[config.mk]
export PLATFORM = sky130hd
export DESIGN_NAME = instruction_fetch
export DESIGN_NICKNAME = d
export VERILOG_FILES = /design/src/rtl/instruction_fetch.sv
export SDC_FILE = /design/constraint.sdc
export NUM_CORES = 1
export LEC_CHECK = 0
export CAP_MARGIN = 20
export CORE_MARGIN = 10
export CORE_UTILIZATION = 45
export DETAILED_ROUTE_END_ITERATION = 16
export PLACE_DENSITY = 0.79
export SETUP_SLACK_MARGIN = 0.02
export SLEW_MARGIN = 20
export SYNTH_ARGS = -nofsm -noshare
export SYNTH_HDL_FRONTEND = slang
export SYNTH_SLANG_ARGS = --single-unit
[constraint.sdc]
create_clock -name clk -period 3.3 [get_ports clk]
set_input_delay 0.66 -clock clk [delete_from_list [all_inputs] [get_ports clk]]
set_output_delay 0.66 -clock clk [all_outputs]
set_load 0.005 [all_outputs]
[src/rtl/instruction_fetch.sv]
// instruction_fetch: issues in-order fetches at pc_in and buffers {pc,data}
// for decode, dropping buffered and in-flight words on a redirect.
// Ports: clk, reset (sync, active-high).
//   pc_in, pc_increment, redirect : program counter side.
//   mem_req_valid/ready/addr      : fetch request to instruction memory.
//   mem_rsp_valid/data            : in-order response from memory.
//   inst_valid/ready/data/pc      : instruction stream to decode.
module instruction_fetch #(
  parameter int DEPTH = 4,
  parameter int CNT_W = $clog2(DEPTH) + 1
) (
  input  logic        clk,
  input  logic        reset,
  input  logic [31:0] pc_in,
  output logic        pc_increment,
  input  logic        redirect,
  output logic        mem_req_valid,
  input  logic        mem_req_ready,
  output logic [31:0] mem_req_addr,
  input  logic        mem_rsp_valid,
  input  logic [31:0] mem_rsp_data,
  output logic        inst_valid,
  input  logic        inst_ready,
  output logic [31:0] inst_data,
  output logic [31:0] inst_pc
);

  localparam int PW = $clog2(DEPTH);
  localparam logic [CNT_W+1:0] LIMIT =
    (CNT_W+2)'(DEPTH);

  typedef struct packed {
    logic [31:0] pc;
    logic [31:0] data;
  } fent_t;

  logic [31:0]      pcq_mem  [DEPTH];
  logic [PW-1:0]    pcq_wr;
  logic [PW-1:0]    pcq_rd;

  fent_t            ibuf_mem [DEPTH];
  logic [PW-1:0]    ibuf_wr;
  logic [PW-1:0]    ibuf_rd;
  logic [CNT_W-1:0] ibuf_cnt;

  logic [CNT_W-1:0] outstanding;
  logic [CNT_W-1:0] discard;

  logic [CNT_W+1:0] in_use;
  logic [CNT_W-1:0] in_flight;
  logic             accept;
  logic             rsp_keep;
  logic             rsp_drop;
  logic             pop;
  logic             rsp_sub;
  fent_t            head;

  always_comb begin
    in_use = (CNT_W+2)'(outstanding)
           + (CNT_W+2)'(discard)
           + (CNT_W+2)'(ibuf_cnt);
    in_flight = outstanding + discard;

    // one slot per in-flight or buffered word
    mem_req_valid = ~reset & ~redirect
                  & (in_use < LIMIT);
    accept        = mem_req_valid & mem_req_ready;
    pc_increment  = accept;
    mem_req_addr  = pc_in;

    // stale words are drained before live ones
    rsp_drop = mem_rsp_valid & ~reset
             & ~redirect & (discard != '0);
    rsp_keep = mem_rsp_valid & ~reset
             & ~redirect & (discard == '0)
             & (outstanding != '0);

    // a word landing in a redirect cycle
    // retires one of the in-flight slots
    rsp_sub = mem_rsp_valid
            & (in_flight != '0);

    inst_valid = (ibuf_cnt != '0);
    pop        = inst_valid & inst_ready;
    head       = ibuf_mem[ibuf_rd];
    inst_data  = inst_valid ? head.data : '0;
    inst_pc    = inst_valid ? head.pc : '0;
  end

  always_ff @(posedge clk) begin
    if (reset) begin
      pcq_wr      <= '0;
      pcq_rd      <= '0;
      ibuf_wr     <= '0;
      ibuf_rd     <= '0;
      ibuf_cnt    <= '0;
      outstanding <= '0;
      discard     <= '0;
    end else if (redirect) begin
      pcq_wr      <= '0;
      pcq_rd      <= '0;
      ibuf_wr     <= '0;
      ibuf_rd     <= '0;
      ibuf_cnt    <= '0;
      outstanding <= '0;
      discard     <= in_flight
                   - CNT_W'(rsp_sub);
    end else begin
      if (accept)
        pcq_wr <= pcq_wr + PW'(1);
      if (rsp_keep) begin
        pcq_rd  <= pcq_rd + PW'(1);
        ibuf_wr <= ibuf_wr + PW'(1);
      end
      if (pop)
        ibuf_rd <= ibuf_rd + PW'(1);
      outstanding <= outstanding
                   + CNT_W'(accept)
                   - CNT_W'(rsp_keep);
      discard  <= discard - CNT_W'(rsp_drop);
      ibuf_cnt <= ibuf_cnt
                + CNT_W'(rsp_keep)
                - CNT_W'(pop);
    end
  end

  always_ff @(posedge clk) begin
    if (accept)
      pcq_mem[pcq_wr] <= pc_in;
    if (rsp_keep)
      ibuf_mem[ibuf_wr] <= fent_t'{
        pc:   pcq_mem[pcq_rd],
        data: mem_rsp_data
      };
  end

  property p_rsp_tracked;
    @(posedge clk) disable iff (reset)
      mem_rsp_valid |-> (in_flight != '0);
  endproperty

  a_rsp_tracked: assert property (p_rsp_tracked)
    else $error("instruction_fetch: untracked response");

endmodule
==> results.cfg <==
[placement]
place_area_sq_um = 18100
gp_congestion = 0.769
io_buffers = 168
hpwl_microns = 19000

[floorplan]
start_util = 0.457
ios = 169
die-area_sq_um = 43100
die_h_microns = 207
coreArea_sq_um = 34600
rows = 68
dieWidth_microns = 207

[finish]
multi_input_area_sq_um = 3410
num_antenna_cells = 0
syn_to_final_growth_pct = 23.5
seq_area_sq_um = 12000
fillerInstances = 2535
fin_nets = 1020
drive_gt1_frac = 0.232
finalInstanceArea_sq_um = 19500

[synth]
synth_top_area_frac = 0.729
synthesis.area_sq_um = 15800
syn_nets = 838
syn_inst = 743
yosysUniqueCellTypes = 35
seq_area_frac_synth = 0.756
synth.avg_cell_area_sq_um = 21.3
synth_top_flop_cell = edfxtp_1
synth-edff-count = 384
yosys_register_bits = 405
synth_top_area_cell = edfxtp_1
ys_warn_count = 0
ys_async_sr_fraction = 0
synth.area.top_cells = edfxtp_1 (73%), mux4_2 (14%), and2_1 (2.8%)

[routing]
detail_route.iter0.violations = 472
vias = 7312
ant_nets = 0
drcViolationCount = 0
wire_per_inst_microns = 21.6
routed_wl_microns = 30500
dr.pass1.iters = 4
routed_via_density = 5.18

[timing]
fmax_mhz = 307
final.period_utilization = 0.986
setup_viol = 0
relSlewSlack = 0.395
fin_hold_ws_ns = 0.452
worst_pin_slew_ns = 0.907
hold_violations = 0
rsz0062_at_grt = yes
slew_viol_final = 0
finalClockSkew_ns = 0.0245
period_minus_slack_ns = 3.26

[clocking]
numCtsBuffers = 42
cts_sinks = 405
cts_tree = done
clock_path_buffers = 3
root_buffer = clkbuf_16
clkLatencyLatePin_ns = 0.55
htree_levels = 2
clk_pin_slew_ns = 0.06

[power_and_ir_drop]
p_per_area_nw_per_um2 = 547
p_leak_nw = 6.26
irDropWorstVdd_mv = 0.587
power_mw = 10.7

[setup_path]
rrSetupSlack_ns = 0.18
cp-startpoint = ibuf_cnt[2]
reg2reg_depth = 14
cp.arrival_ns = 2.60
cp_max_fo = 2
timing_worst_setup_path_type = flip-flop to primary output
cp-start-kind = flip-flop
cp-end-kind = primary output
worstPathRequired_ns = 2.64
r2r-end = outstanding[2]
reg2reg_from = ibuf_cnt[2]

[hold_path]
worstHoldPathType = flip-flop to flip-flop
min_from = pcq_rd[1]
whs_path_depth = 1

[global_route]
track_usage = 0.140
antenna_found_initial = 0
overflow = 0
grt_pass1_vias = 8020
grt_first_pass_wirelength_microns = 47500
grt_max_degree = 39

[run_status]
status = finished, final reports clean

[flow_run]
drv_cap = 0
## power breakdown
group	internal, mW	switching [mW]
clock	2.83	1.88
sequential	5.64	0.0123
combinational	0.176	0.141
total	8.65	2.03
## per-stage QoR
| stage | instances | TNS, ns | worst slack [ns] | util |
|---|---|---|---|---|
| 2_1_floorplan | 743 | 0 | 0.110 | - |
| 3_3_place_gp | 1328 | 0 | 0.0627 | 0.522 |
| 3_5_place_dp | 1328 | 0 | 0.0135 | 0.522 |
| 4_1_cts | 1409 | -0.0337 | -0.0337 | 0.564 |
| 5_1_grt | 1411 | -0.129 | -0.0820 | 0.564 |
| 6_report | 1411 | 0 | 0.0449 | 0.564 |
## critical path, cell delays in order (launching register included)
cell and delay [ns]:
dfxtp_2 0.33, inv_2 0.04, fa_1 0.55, inv_2 0.05, fa_1 0.44, nor3b_1 0.16, o211a_1 0.24, and2_4 0.14
buf_6 0.11
## cells by family (layout without fill, tap and decap cells)
group / after synthesis / in the layout / synth area share
DFF: 405 / 405 / 0.756
and+or+nand+nor: 109 / 109 / 0.0411
xor gates and xnor gates: 12 / 12 / 0.00759
buffers and inverters: 85 / 298 / 0.0302
muxes: 99 / 99 / 0.139
adders and majority gates: 25 / 25 / 0.0226
AOI/OAI and AO/OA: 8 / 8 / 0.00443
## per-layer routing
metal,up-vias,routed length (microns),track usage
met5,-,0,0
met4,0,537,0.0366
met3,41,1760,0.0307
met2,202,15900,0.250
met1,3775,12200,0.169
li1,3294,-,-
## final cells by class
cell class                 instances  share of cell area
clock buffer                      50              0.0553
tap                              455              0.0291
clock inverter                    25              0.0162
multi-input combinational        253               0.175
timing repair buffer             202               0.108
sequential                       405               0.613
inverter                          21             0.00404
## registers in the layout, indices dropped and copies added, names as in the netlist, named ones only
name and cells:
ibuf_mem 256, pcq_mem 128, ibuf_rd 2, pcq_wr 2, outstanding 3, ibuf_wr 2, pcq_rd 2, discard 3
ibuf_cnt 3
## how the worst max path moves through the flow
| stage | endpoint | slack (ns) |
|---|---|---|
| global placement | pc_increment | 0.06 |
| finish | pc_increment | 0.04 |
| floorplan | outstanding[2] | 0.11 |
| detailed placement | pc_increment | 0.01 |
| global route | pc_increment | -0.08 |
| CTS | pc_increment | -0.03 |
## synthesized netlist by cell type, types with 2 or more instances
master and count:
a211oi_1 2, and2_1 71, and3_2 4, buf_2 7, buf_4 38, clkbuf_1 17
dfxtp_1 21, edfxtp_1 384, fa_1 6, ha_1 19, inv_1 21, mux2i_1 3
mux4_2 96, nand2_1 4, nand3_1 3, nor2_1 14, nor2b_1 3, nor3_1 3
o211a_1 2, xnor2_1 10
## cells in the final DEF, fill, tap and decap left out, types with 6 or more instances in the layout
master | synthesis | routed
clkinv_2 | 0 | 7
clkinv_1 | 0 | 6
ha_1 | 19 | 19
bufinv_16 | 0 | 6
buf_12 | 0 | 14
buf_4 | 38 | 20
xnor2_1 | 10 | 10
mux4_2 | 96 | 96
and2_1 | 71 | 67
inv_1 | 21 | 17
clkbuf_1 | 17 | 8
dfxtp_1 | 21 | 13
clkdlybuf4s50_1 | 0 | 166
clkbuf_16 | 0 | 42
nor2_1 | 14 | 14
edfxtp_1 | 384 | 384
## timing repair
| action | 4_1_cts | 5_1_grt |
|---|---|---|
| endpoints found under the setup margin | 2 | 3 |
| cloned | 0 | 0 |
| hold buffers | 0 | 0 |
| buffers inserted | 6 | 2 |
| pin swaps | 7 | 5 |
| gates resized for setup | 19 | 1 |
No activity file was read; power rests on OpenSTA's default activity.
